File: src/rtl/mem_ctrl_pkg.sv
// Shared definitions for mem_ctrl: bus widths, FSM state and port encodings.
package mem_ctrl_pkg;
    localparam int RegBus      = 32;
    localparam int InstAddrBus = 32;
    localparam int MemByteBus  = 8;

    typedef enum logic [1:0] {
        ST_IDLE = 2'd0,
        ST_RD   = 2'd1,
        ST_WR   = 2'd2,
        ST_DONE = 2'd3
    } state_e;

    typedef enum logic {
        PORT_IF  = 1'b0,
        PORT_MEM = 1'b1
    } port_e;
endpackage

File: src/rtl/mem_ctrl_fetch_buf.sv
// mem_fetch_buf: one-entry fetch word buffer, only built when MEM_CTRL_FETCH_BUF_EN is defined.
`ifdef MEM_CTRL_FETCH_BUF_EN
module mem_fetch_buf
    import mem_ctrl_pkg::*;
(
    input  logic                   clk,
    input  logic                   rst,
    input  logic [31:2]            i_lookup_tag,
    output logic                   o_hit,
    output logic [RegBus-1:0]      o_word,
    input  logic                   i_fill,
    input  logic [31:2]            i_fill_tag,
    input  logic [RegBus-1:0]      i_fill_word,
    input  logic                   i_inv,
    input  logic [31:2]            i_inv_tag
);
    logic              r_valid;
    logic [31:2]       r_tag;
    logic [RegBus-1:0] r_word;

    always_ff @(posedge clk or negedge rst) begin
        if (!rst) begin
            r_valid <= 1'b0;
            r_tag   <= '0;
            r_word  <= '0;
        end else if (i_fill) begin
            r_valid <= 1'b1;
            r_tag   <= i_fill_tag;
            r_word  <= i_fill_word;
        end else if (i_inv && (i_inv_tag == r_tag)) begin
            r_valid <= 1'b0;
        end
    end

    assign o_hit  = r_valid && (r_tag == i_lookup_tag);
    assign o_word = r_word;
endmodule
`endif

File: src/rtl/mem_ctrl.sv
// mem_ctrl: serialises 32-bit fetch/data accesses into byte transfers on a byte-wide RAM.
// Optional one-entry fetch buffer enabled by defining MEM_CTRL_FETCH_BUF_EN.
module mem_ctrl
    import mem_ctrl_pkg::*;
(
    input  logic                   clk,
    input  logic                   rst,
    input  logic                   if_ce_i,
    input  logic [InstAddrBus-1:0] if_addr_i,
    output logic [RegBus-1:0]      if_data_o,
    output logic                   if_done_o,
    input  logic                   mem_ce_i,
    input  logic                   mem_we_i,
    input  logic [RegBus-1:0]      mem_addr_i,
    input  logic [3:0]             mem_sel_i,
    input  logic [RegBus-1:0]      mem_data_i,
    output logic [RegBus-1:0]      mem_data_o,
    output logic                   mem_done_o,
    output logic                   stallreq_o,
    output logic [31:0]            ram_a_o,
    output logic [MemByteBus-1:0]  ram_dout_o,
    input  logic [MemByteBus-1:0]  ram_din_i,
    output logic                   ram_wr_o
);
    state_e            r_state, w_next;
    port_e             r_port;
    logic [1:0]        r_cnt;
    logic              r_drain;
    logic              r_we;
    logic [31:2]       r_addr;
    logic [3:0]        r_sel;
    logic [RegBus-1:0] r_word;

    logic              w_hit;
    logic [RegBus-1:0] w_buf_word;
    logic [1:0]        w_lat_idx;
    logic              w_rd_act, w_wr_act;
    logic              w_unused;

    assign w_unused = ^{if_addr_i[1:0], mem_addr_i[1:0]};

`ifdef MEM_CTRL_FETCH_BUF_EN
    mem_fetch_buf u_fetch_buf (
        .clk          (clk),
        .rst          (rst),
        .i_lookup_tag (if_addr_i[31:2]),
        .o_hit        (w_hit),
        .o_word       (w_buf_word),
        .i_fill       ((r_state == ST_DONE) && (r_port == PORT_IF)),
        .i_fill_tag   (r_addr),
        .i_fill_word  (r_word),
        .i_inv        (r_state == ST_WR),
        .i_inv_tag    (r_addr)
    );
`else
    assign w_hit      = 1'b0;
    assign w_buf_word = '0;
`endif

    always_ff @(posedge clk or negedge rst) begin
        if (!rst) r_state <= ST_IDLE;
        else      r_state <= w_next;
    end

    always_comb begin
        w_next = r_state;
        case (r_state)
            ST_IDLE: begin
                if (mem_ce_i)     w_next = mem_we_i ? ST_WR : ST_RD;
                else if (if_ce_i) w_next = w_hit ? ST_DONE : ST_RD;
            end
            ST_RD:   if (r_drain) w_next = ST_DONE;
            ST_WR:   if (r_cnt == 2'd3) w_next = ST_DONE;
            ST_DONE: w_next = ST_IDLE;
            default: w_next = ST_IDLE;
        endcase
    end

    // Read data lags its address by one cycle, so each RD edge stores the previous byte.
    assign w_lat_idx = r_drain ? 2'd3 : (r_cnt - 2'd1);

    always_ff @(posedge clk or negedge rst) begin
        if (!rst) begin
            r_port  <= PORT_IF;
            r_cnt   <= '0;
            r_drain <= 1'b0;
            r_we    <= 1'b0;
            r_addr  <= '0;
            r_sel   <= '0;
            r_word  <= '0;
        end else begin
            case (r_state)
                ST_IDLE: begin
                    r_cnt   <= '0;
                    r_drain <= 1'b0;
                    if (mem_ce_i) begin
                        r_port <= PORT_MEM;
                        r_we   <= mem_we_i;
                        r_addr <= mem_addr_i[31:2];
                        r_sel  <= mem_sel_i;
                        r_word <= mem_data_i;
                    end else if (if_ce_i) begin
                        r_port <= PORT_IF;
                        r_we   <= 1'b0;
                        r_addr <= if_addr_i[31:2];
                        r_sel  <= '0;
                        r_word <= w_buf_word;
                    end
                end
                ST_RD: begin
                    if ((r_cnt != 2'd0) || r_drain)
                        r_word[{w_lat_idx, 3'b000} +: 8] <= ram_din_i;
                    if (!r_drain) begin
                        if (r_cnt == 2'd3) r_drain <= 1'b1;
                        else               r_cnt   <= r_cnt + 2'd1;
                    end
                end
                ST_WR:   r_cnt <= r_cnt + 2'd1;
                default: ;
            endcase
        end
    end

    assign w_rd_act = (r_state == ST_RD) && !r_drain;
    assign w_wr_act = (r_state == ST_WR);

    // Counter only replaces the low two bits, so a base near the top never carries.
    assign ram_a_o    = (w_rd_act || w_wr_act) ? {r_addr, r_cnt} : 32'd0;
    assign ram_wr_o   = w_wr_act && r_sel[r_cnt];
    assign ram_dout_o = w_wr_act ? r_word[{r_cnt, 3'b000} +: 8] : '0;

    assign if_done_o  = (r_state == ST_DONE) && (r_port == PORT_IF);
    assign mem_done_o = (r_state == ST_DONE) && (r_port == PORT_MEM);
    assign if_data_o  = if_done_o ? r_word : '0;
    assign mem_data_o = (mem_done_o && !r_we) ? r_word : '0;

    assign stallreq_o = rst && ((if_ce_i && !if_done_o) || (mem_ce_i && !mem_done_o));
endmodule

File: config.mk
export PLATFORM = sky130hd
export DESIGN_NAME = mem_ctrl
export DESIGN_NICKNAME = d
export VERILOG_FILES = /design/src/rtl/mem_ctrl_pkg.sv /design/src/rtl/mem_ctrl_fetch_buf.sv /design/src/rtl/mem_ctrl.sv
export SDC_FILE = /design/constraint.sdc
export NUM_CORES = 1
export LEC_CHECK = 0
export BUFFER_PORTS_ARGS = -buffer_cell sky130_fd_sc_hd__buf_2
export CORE_MARGIN = 2
export CORE_UTILIZATION = 47
export DETAILED_ROUTE_END_ITERATION = 10
export PLACE_DENSITY = 0.81
export REMOVE_ABC_BUFFERS = 1
export SLEW_MARGIN = 25
export SYNTH_ARGS = -nofsm -noshare
export SYNTH_HDL_FRONTEND = slang
export SYNTH_SLANG_ARGS = --single-unit
File: constraint.sdc
create_clock -name clk -period 3.3 [get_ports clk]
set_input_delay 0.495 -clock clk [delete_from_list [all_inputs] [get_ports clk]]
set_output_delay 0.495 -clock clk [all_outputs]
set_load 0.03 [all_outputs]
==> results of run 1 <==
==> layout make-up <==
class	count	area (µm²)
inverter	12	45.0
fill	830	3670
sequential	73	1830
tap	133	166
timing repair buffer	224	1140
multi-input combinational	343	2630
clock buffer	13	139
clock inverter	3	17.5
==> routing by layer <==
layer	global-route usage [%]	vias up	part of all wire, %
li1	-	1986	-
met4	9.92	0	2.1
met1	30.6	1983	42
met3	4.81	24	7.6
met2	39.9	198	48
met5	0	-	0
==> through the flow <==
stage	area, µm²	std cells	TNS (ns)	hold WS [ns]
2_1_floorplan	4480	428	-3.35	0.199
3_3_place_gp	5810	785	0	0.421
3_5_place_dp	5810	785	0	0.427
4_1_cts	5970	801	0	0.0420
5_1_grt	5970	801	0	0.0673
6_report	5970	801	0	0.0466
==> worst register-to-register path, delay by kind of cell (launching register included) <==
family | cells | cell delay (ns)
flops | 1 | 0.38
simple gates | 3 | 1.09
mux | 1 | 0.16
fa+ha+maj | 2 | 0.57
buf+inv | 1 | 0.18
compound gates | 1 | 0.26
==> logic make-up after synthesis <==
logic type,Yosys count
adder cells (fa/ha/maj),12
multiplexers,73
buffers and inverters,40
AND/OR/NAND/NOR,178
AO/OA/AOI/OAI,80
flip-flops,73
==> registers in the layout, indices dropped and copies added (netlist names) <==
signal,flops
r_addr,30
r_cnt,2
r_drain,1
r_port,1
r_sel,4
r_state,2
r_we,1
r_word,32
==> synth_stat cells <==
| cell type | n | area share [%] |
|---|---|---|
| nor3_2 | 1 | 0.22 |
| a22o_1 | 32 | 6.1 |
| mux4_2 | 9 | 4.4 |
| buf_6 | 1 | 0.24 |
| nand2b_1 | 3 | 0.41 |
| mux2i_1 | 32 | 7.0 |
| o21ai_1 | 1 | 0.11 |
| clkbuf_1 | 21 | 1.7 |
| nor3_1 | 1 | 0.11 |
| ha_1 | 12 | 3.3 |
| inv_2 | 1 | 0.081 |
| nor2b_4 | 1 | 0.30 |
| nor2_2 | 4 | 0.54 |
| nor2_1 | 7 | 0.57 |
| nor4b_4 | 1 | 0.52 |
| o21ai_0 | 34 | 3.7 |
| a32o_1 | 1 | 0.22 |
| nand2_1 | 47 | 3.8 |
| dfrtp_1 | 73 | 40 |
| a21boi_2 | 1 | 0.24 |
| nand3_1 | 4 | 0.43 |
| nor4_4 | 2 | 0.92 |
| a21oi_1 | 7 | 0.76 |
| and2_1 | 74 | 10 |
| mux2_2 | 32 | 7.8 |
| o32ai_1 | 2 | 0.38 |
| nor2b_1 | 33 | 4.5 |
| a221oi_1 | 2 | 0.38 |
| inv_1 | 11 | 0.90 |
| buf_2 | 6 | 0.65 |
==> path summary, 6_finish.rpt <==
check,startpoint,end,slack (ns),cells after the start
worst max-delay path,r_state[1],ram_a_o[29],0.55,6
worst min-delay path,rst,r_word[11],0.05,1
worst max register to register,r_cnt[0],r_word[9],0.62,8
worst min register to register,r_sel[0],r_sel[0],0.47,2
max in group asynchronous,rst,r_addr[23],2.28,2
min in group clk,mem_sel_i[3],r_sel[3],0.38,3
==> power groups by stage <==
stage | registers, W | logic (W) | clock network, W
after floorplan | 0.00154 | 0.00238 | 0
after global placement | 0.00159 | 0.00319 | 0
after detailed placement | 0.00162 | 0.00330 | 0
after CTS | 0.00161 | 0.00331 | 0.000617
after global routing | 0.00167 | 0.00358 | 0.000657
final | 0.00161 | 0.00327 | 0.000598
==> results.py, run 1 <==
metrics = {
    "outcome": {
        "outcome": "complete, no violations",
    },
    "cts": {
        "post-cts-setup-buffers": 0,
        "cts_inserted_buffers": 9,
        "htree_levels": 3,
        "cts.sinks": 73,
        "cts_tree": "yes",
        "root_buffer": "clkbuf_8",
        "cts.clk_slew.worst_paths_ns": 0.08,
        "holdBufCountCts": 0,
        "post_cts_resized": 0,
        "cts_buffer_depth": 2,
        "clock_latency_ns": 0.35,
    },
    "route": {
        "firstDrtPassIters": 4,
        "ant_nets": 0,
        "vias": 4191,
        "drtIter0Drc": 124,
        "vias_per_cell": 5.23,
        "drc_errors": 0,
        "totalWireLength_mm": 12.7,
        "wl_per_cell_um": 15.8,
    },
    "floorplanning": {
        "dieHeight_um": 103,
        "pin_count": 221,
        "die_w_um": 103,
        "die-area_mm2": 0.0106,
        "rows": 36,
        "fp.coreArea_mm2": 0.00964,
        "start_util_pct": 47.8,
    },
    "worst_setup_path": {
        "crit_slowest_cell": "dfrtp_1",
        "critical_path_class": "flip-flop to output port",
        "required_ns": 2.80,
        "start_kind": "flip-flop",
        "slowest_delay_ns": 0.43,
        "critical_path.top_delay_family": "simple AND/OR/NAND/NOR gates",
        "crit_path_cell_trace": "inv_1, ha_1, nand2b_1, and2_2, nor2b_1, buf_2",
        "worst-path-buf-inv": 2,
        "worstPathArrival_ns": 2.25,
        "cp-end-kind": "output port",
        "path_max_fanout": 32,
    },
    "global_route": {
        "gr-total-overflow": 0,
        "grt_usage_pct": 24.0,
        "grt_pass1_vias": 3918,
        "antenna_found_initial": 0,
        "grt_max_degree": 66,
        "grt_pass1_wl_mm": 19.5,
    },
    "power_and_ir_drop": {
        "p_sw_w": 0.00266,
        "vdd_drop_max_mv": 0.558,
        "combPwrFrac_pct": 59.8,
        "sw_frac_of_total_pct": 48.5,
        "pwr-share-seq_pct": 29.3,
        "p_clk_share_pct": 10.9,
        "leakage_nw": 3.23,
        "powerDensity_mw_per_mm2": 918,
        "p_total_w": 0.00548,
        "p_int_w": 0.00282,
    },
    "timing": {
        "fmax_mhz": 364,
        "finalHoldViolCount": 0,
        "drv_slew": 0,
        "rsz0062_at_grt": "false",
        "tightest_slew_ns": 0.919,
        "clock_skew_ns": 0.00613,
        "min_period_over_period_pct": 83.2,
        "setup_viol": 0,
        "setup_ws_ns": 0.554,
        "period_needed_ns": 2.75,
        "slew_headroom_pct": 38.7,
    },
    "final_layout": {
        "mostFrequentLayoutCells": "215 x buf_2, 73 x and2_1, 73 x dfrtp_1",
        "final_common_cell": "buf_2",
        "final_nets": 788,
        "area_growth_pct": 29.7,
        "diodes": 0,
        "drive_gt1_share_pct": 43.9,
        "post-route-util_pct": 61.9,
    },
    "run": {
        "drv_cap": 0,
    },
    "yosys": {
        "yosysUniqueCellTypes": 30,
        "synth_seq_area_share_pct": 39.7,
        "synth-compound-area-share_pct": 11.9,
        "postSynthAreaPerCell_um2": 10.1,
        "yosys_warnings": 0,
        "syn-cell-area_mm2": 0.00460,
        "synth_top_family_by_area": "simple AND/OR/NAND/NOR gates",
        "synthAdderAreaFrac_pct": 3.26,
        "synthXorXnorAreaFrac_pct": 0,
        "ys_seq_elements": 73,
        "syn_inst": 456,
        "synthMuxAreaShare_pct": 19.2,
        "synth_simple_gate_area_share_pct": 22.4,
    },
    "placement": {
        "gp_congestion": 0.842,
        "pre_cts_slack_ns": 0.645,
        "dpl.hpwl_mm": 9.43,
        "portBuffers": 216,
    },
    "hold_path": {
        "hold_path.class": "input port to async pin",
    },
}
(Power assumes the default switching activity.)
==> run 2: changes to the inputs <==
- CORE_UTILIZATION: 47 -> 43
- PLACE_DENSITY: 0.81 -> 0.78
- clock period: 3.3 -> 2.4 ns (I/O delays scaled with it)
==> run 2 against run 1 <==
Net effect:
- non-clock buffer count rose by 13
- final cell count rose by 2.0%
- setup slack got worse by 0.45 ns
- highest routed layer unchanged
- critical path type is now flip-flop to flip-flop
- largest power group unchanged
==> results.py, run 2 (same netlist as run 1, synthesis figures left out) <==
metrics = {
    "final_layout": {
        "top_regs": "r_word x32, r_addr x30, r_sel x4",
        "final_common_cell": "buf_2",
        "drive_gt1_share_pct": 46.1,
        "top_register": "r_word",
        "seqCellArea_mm2": 0.00183,
        "multi_input_area_mm2": 0.00265,
        "mostFrequentLayoutCells": "201 x buf_2, 74 x and2_1, 72 x dfrtp_1",
        "design_area_mm2": 0.00622,
        "final_nets": 801,
        "num-fill-cells": 887,
        "area_growth_pct": 35.0,
        "largest_reg_flops": 32,
        "diodes": 0,
    },
    "timing": {
        "drv_slew": 0,
        "period_needed_ns": 2.30,
        "min_period_over_period_pct": 95.9,
        "fmax_mhz": 435,
        "tightest_slew_ns": 0.541,
        "hold_slack_ns": 0.0544,
        "setup_viol": 0,
        "finalHoldViolCount": 0,
        "rsz0062_at_grt": "true",
        "slew_headroom_pct": 63.6,
        "clock_skew_ns": 0.0103,
    },
    "floorplanning": {
        "die-area_mm2": 0.0115,
        "die_w_um": 107,
        "fp.coreArea_mm2": 0.0104,
        "dieHeight_um": 107,
        "start_util_pct": 44.4,
        "rows": 37,
        "pin_count": 221,
    },
    "worst_setup_path": {
        "crit_path_cell_trace": "inv_1, ha_1, nor2b_2, ha_2, nand2_1, nor4_4, buf_4, a22o_1, mux2_2",
        "critical_path_class": "flip-flop to flip-flop",
        "cp-end-kind": "flip-flop",
        "path_max_fanout": 8,
        "required_ns": 2.68,
        "start_kind": "flip-flop",
        "reg2reg_depth": 9,
        "reg2reg_to": "r_word[17]",
        "rr_startpoint": "r_cnt[1]",
        "worstPathArrival_ns": 2.58,
        "crit_slowest_cell": "ha_2",
        "startpoint": "r_cnt[1]",
        "worst-path-buf-inv": 2,
        "slowest_delay_ns": 0.41,
        "critical_path.top_delay_family": "adder cells",
        "rrSetupSlack_ns": 0.1,
    },
    "route": {
        "totalWireLength_mm": 13.0,
        "drtIter0Drc": 200,
        "wl_per_cell_um": 16.0,
        "vias": 4192,
        "drc_errors": 0,
        "firstDrtPassIters": 6,
        "vias_per_cell": 5.13,
        "ant_nets": 0,
    },
    "hold_path": {
        "hold_path.class": "input port to async pin",
    },
    "outcome": {
        "outcome": "complete, no violations",
    },
    "global_route": {
        "gr-total-overflow": 0,
        "antenna_found_initial": 0,
        "grt_usage_pct": 23.0,
        "grt_pass1_vias": 4143,
        "grt_max_degree": 66,
        "grt_pass1_wl_mm": 20.5,
    },
    "power_and_ir_drop": {
        "p_total_w": 0.00816,
        "sw_frac_of_total_pct": 45.8,
        "vdd_drop_max_mv": 0.555,
        "pwr-share-seq_pct": 27.2,
        "powerDensity_mw_per_mm2": 1310,
        "p_clk_share_pct": 14.5,
        "p_sw_w": 0.00374,
        "combPwrFrac_pct": 58.3,
        "leakage_nw": 3.35,
        "p_int_w": 0.00442,
    },
    "placement": {
        "dpl.hpwl_mm": 9.82,
        "placed_area_mm2": 0.00590,
        "portBuffers": 216,
        "gp_congestion": 0.863,
    },
    "run": {
        "drv_cap": 0,
    },
    "cts": {
        "cts_buffer_depth": 2,
        "holdBufCountCts": 0,
        "clock_latency_ns": 0.35,
        "cts.sinks": 73,
        "cts_inserted_buffers": 9,
        "root_buffer": "clkbuf_8",
        "cts_tree": "yes",
        "htree_levels": 3,
        "cts.clk_slew.worst_paths_ns": 0.08,
    },
}
## run 2: cell count changes in the layout (fill, tap and decap cells not counted), moves of 2 or more
cell,previous run,this run
nor2b_2,2,7
nor2b_1,31,26
clkbuf_4,0,2
buf_4,9,33
clkbuf_1,4,1
buf_2,215,201
bufinv_16,0,3
## run 2: layer usage
layer / wire (µm) / up-vias / track usage, %
li1: - / 2017 / -
met2: 6260 / 206 / 38.9
met3: 982 / 29 / 4.72
met4: 336 / 0 / 9.98
met1: 5470 / 1940 / 28.4
met5: 0 / - / 0
## run 2: worst max path at each step
stage | end | slack (ns) | cells past startpoint
after detailed placement | r_word[15] | -0.02 | 8
after global routing | ram_a_o[11] | -0.004 | 7
final | r_word[17] | 0.1 | 9
after floorplan | r_word[0] | -0.87 | 4
after CTS | r_word[17] | 0.006 | 8
after global placement | r_word[15] | 0.06 | 8
## run 2: cell type report
cell class	instances	share of cell area, %
clock buffers	11	2.27
clock inverters	5	1.65
inverters	12	0.725
multi-input cells	343	42.6
flip-flops and latches	73	29.4
well taps	136	2.74
repair buffers	237	20.6
## run 2: what timing repair did
action | 4_1_cts | 5_1_grt
hold endpoints to repair | 0 | 0
pin swaps | 0 | 1
buffers inserted | 0 | 2
setup endpoints to repair | 19 | 49
resized for setup | 5 | 28
## run 2: power by group through the flow
stage / Clock, W / Combinational, W / Sequential (W)
detailed placement: 0 / 0.00465 / 0.00223
CTS: 0.00121 / 0.00469 / 0.00221
global route: 0.00126 / 0.00518 / 0.00230
global placement: 0 / 0.00453 / 0.00219
finish: 0.00118 / 0.00476 / 0.00222
floorplan: 0 / 0.00327 / 0.00211
## run 2: stage by stage
step	utilization, %	setup TNS, ns	setup slack [ns]	instances
floorplan	-	-41.26	-0.870	428
global placement	56.9	0	0.0619	799
detailed placement	56.9	-0.0211	-0.0211	799
CTS	59.4	0	0.00630	815
global route	59.9	-0.00853	-0.00421	817
finish	59.9	0	0.0992	817
==> run 3: changes to the inputs <==
- CORE_UTILIZATION: 43 -> 44
- CTS_BUF_LIST: not set -> sky130_fd_sc_hd__clkbuf_8
- PLACE_DENSITY: 0.78 -> 0.8
==> run 3 against run 2 <==
Net effect:
- combinational power rose by 1%
- power fell by 0.64%
- first-iteration DRC count fell by 9.5%
- die area fell by 2.2%
- fmax rose by 1.6%
- highest routed layer unchanged
- final cell count rose by 0.12%
- register-to-register slack improved by 0.04 ns
- sequential power barely moved
- critical path depth did not move
- count of clock-buffer cells in the layout fell by 1
- utilization rose by 0.94 points
==> results.py, run 3 (same netlist as run 1, synthesis figures left out) <==
metrics = {
    "route": {
        "vias": 4271,
        "firstDrtPassIters": 4,
        "drtIter0Drc": 181,
        "totalWireLength_mm": 13.3,
        "ant_nets": 0,
        "wl_per_cell_um": 16.2,
        "drc_errors": 0,
        "vias_per_cell": 5.22,
    },
    "power_and_ir_drop": {
        "powerDensity_mw_per_mm2": 1300,
        "vdd_drop_max_mv": 0.730,
        "p_total_w": 0.00811,
        "leakage_nw": 3.36,
    },
    "final_layout": {
        "drive_gt1_share_pct": 46.2,
        "area_growth_pct": 35.3,
        "post-route-util_pct": 60.9,
        "diodes": 0,
        "num-fill-cells": 882,
        "final_common_cell": "buf_2",
        "top_regs": "r_word x32, r_addr x30, r_sel x4",
        "top_register": "r_word",
        "largest_reg_flops": 32,
        "final_nets": 802,
        "design_area_mm2": 0.00623,
        "mostFrequentLayoutCells": "207 x buf_2, 74 x and2_1, 73 x dfrtp_1",
    },
    "cts": {
        "cts_buffer_depth": 2,
        "holdBufCountCts": 0,
        "htree_levels": 3,
        "root_buffer": "clkbuf_8",
        "cts_inserted_buffers": 9,
        "clock_latency_ns": 0.35,
        "cts.sinks": 73,
        "cts_tree": "yes",
        "cts.clk_slew.worst_paths_ns": 0.08,
    },
    "worst_setup_path": {
        "crit_slowest_cell": "dfrtp_1",
        "cp-end-kind": "flip-flop",
        "worst-path-buf-inv": 3,
        "slowest_delay_ns": 0.35,
        "critical_path.top_delay_family": "adder cells",
        "path_max_fanout": 8,
        "start_kind": "flip-flop",
        "crit_path_cell_trace": "inv_1, ha_1, nor2b_2, ha_1, buf_4, nor4b_4, buf_4, a22o_1, mux2_2",
        "worstPathArrival_ns": 2.55,
        "critical_path_class": "flip-flop to flip-flop",
        "required_ns": 2.69,
    },
    "floorplanning": {
        "start_util_pct": 45.0,
        "pin_count": 221,
        "die_w_um": 106,
        "rows": 37,
        "fp.coreArea_mm2": 0.0102,
        "die-area_mm2": 0.0113,
        "dieHeight_um": 106,
    },
    "global_route": {
        "gr-total-overflow": 0,
        "grt_pass1_vias": 4167,
        "grt_usage_pct": 23.4,
        "antenna_found_initial": 0,
        "grt_max_degree": 74,
        "grt_pass1_wl_mm": 20.7,
    },
    "timing": {
        "setup_ws_ns": 0.136,
        "clock_skew_ns": 0.00638,
        "slew_headroom_pct": 60.7,
        "min_period_over_period_pct": 94.4,
        "rsz0062_at_grt": "false",
        "fmax_mhz": 442,
        "drv_slew": 0,
        "setup_viol": 0,
        "finalHoldViolCount": 0,
        "finalSetupTns_ns": 0,
        "period_needed_ns": 2.26,
        "tightest_slew_ns": 0.589,
    },
    "outcome": {
        "outcome": "complete, no violations",
    },
    "run": {
        "drv_cap": 0,
    },
    "placement": {
        "pre_cts_slack_ns": -0.0167,
        "dpl.hpwl_mm": 9.77,
        "portBuffers": 216,
        "gp_congestion": 0.815,
        "placed_area_mm2": 0.00590,
    },
    "hold_path": {
        "hold_path.class": "input port to async pin",
    },
}
-- run 3: metrics by stage --
| step | instances | hold slack, ns |
|---|---|---|
| 2_1_floorplan | 428 | 0.0644 |
| 3_3_place_gp | 799 | 0.445 |
| 3_5_place_dp | 799 | 0.453 |
| 4_1_cts | 815 | 0.227 |
| 5_1_grt | 818 | 0.118 |
| 6_report | 818 | 0.0919 |
-- run 3: path summary, 6_finish.rpt --
kind                              start          to  slack [ns]  depth (start not counted)
min                                 rst      r_port        0.09                          2
min in group clk           mem_sel_i[2]    r_sel[2]        0.25                          3
max reg2reg                    r_cnt[0]  r_word[29]        0.14                          9
min reg2reg                    r_sel[3]    r_sel[3]        0.47                          2
max in group asynchronous           rst  r_addr[12]        1.74                          3
max                            r_cnt[0]  r_word[29]        0.14                          9
-- run 3: power breakdown --
part	total (W)	internal, W	leakage, nW	switching, W
clock	0.00107	0.000608	0.117	0.000462
combinational	0.00482	0.00192	2.31	0.00290
sequential	0.00222	0.00180	0.930	0.000416
total	0.00811	0.00433	3.36	0.00378
-- run 3: repair_timing --
| item | CTS | global route |
|---|---|---|
| pin swaps | 0 | 1 |
| resized for setup | 11 | 7 |
| setup endpoints to repair | 38 | 56 |
| cloned | 0 | 0 |
| setup buffers | 0 | 2 |
-- run 3: final cells by class --
cell class                 count  area, µm²  share of cell area [%]
sequential                    73       1830                    29.3
clock inverter                 6       82.6                    1.33
multi-input combinational    343       2670                    42.8
timing repair buffer         238       1300                    20.8
tap                          136        170                    2.73
inverter                      12       45.0                   0.723
clock buffer                  10        138                    2.21
-- run 3: worst register-to-register path, delay by kind of cell, from the launching register on --
family | cells | cell delay, ns
buffers and inverters | 3 | 0.46
AND/OR/NAND/NOR | 2 | 0.45
adder cells (fa/ha/maj) | 2 | 0.66
multiplexers | 1 | 0.14
flip-flops | 1 | 0.35
AO/OA/AOI/OAI | 1 | 0.15
-- run 3: metal layers --
layer | track usage (%) | up-vias | wire, µm
li1 | - | 2015 | -
met2 | 40.0 | 209 | 6400
met5 | 0 | - | 0
met4 | 9.96 | 0 | 293
met1 | 28.2 | 2026 | 5400
met3 | 5.33 | 21 | 1180
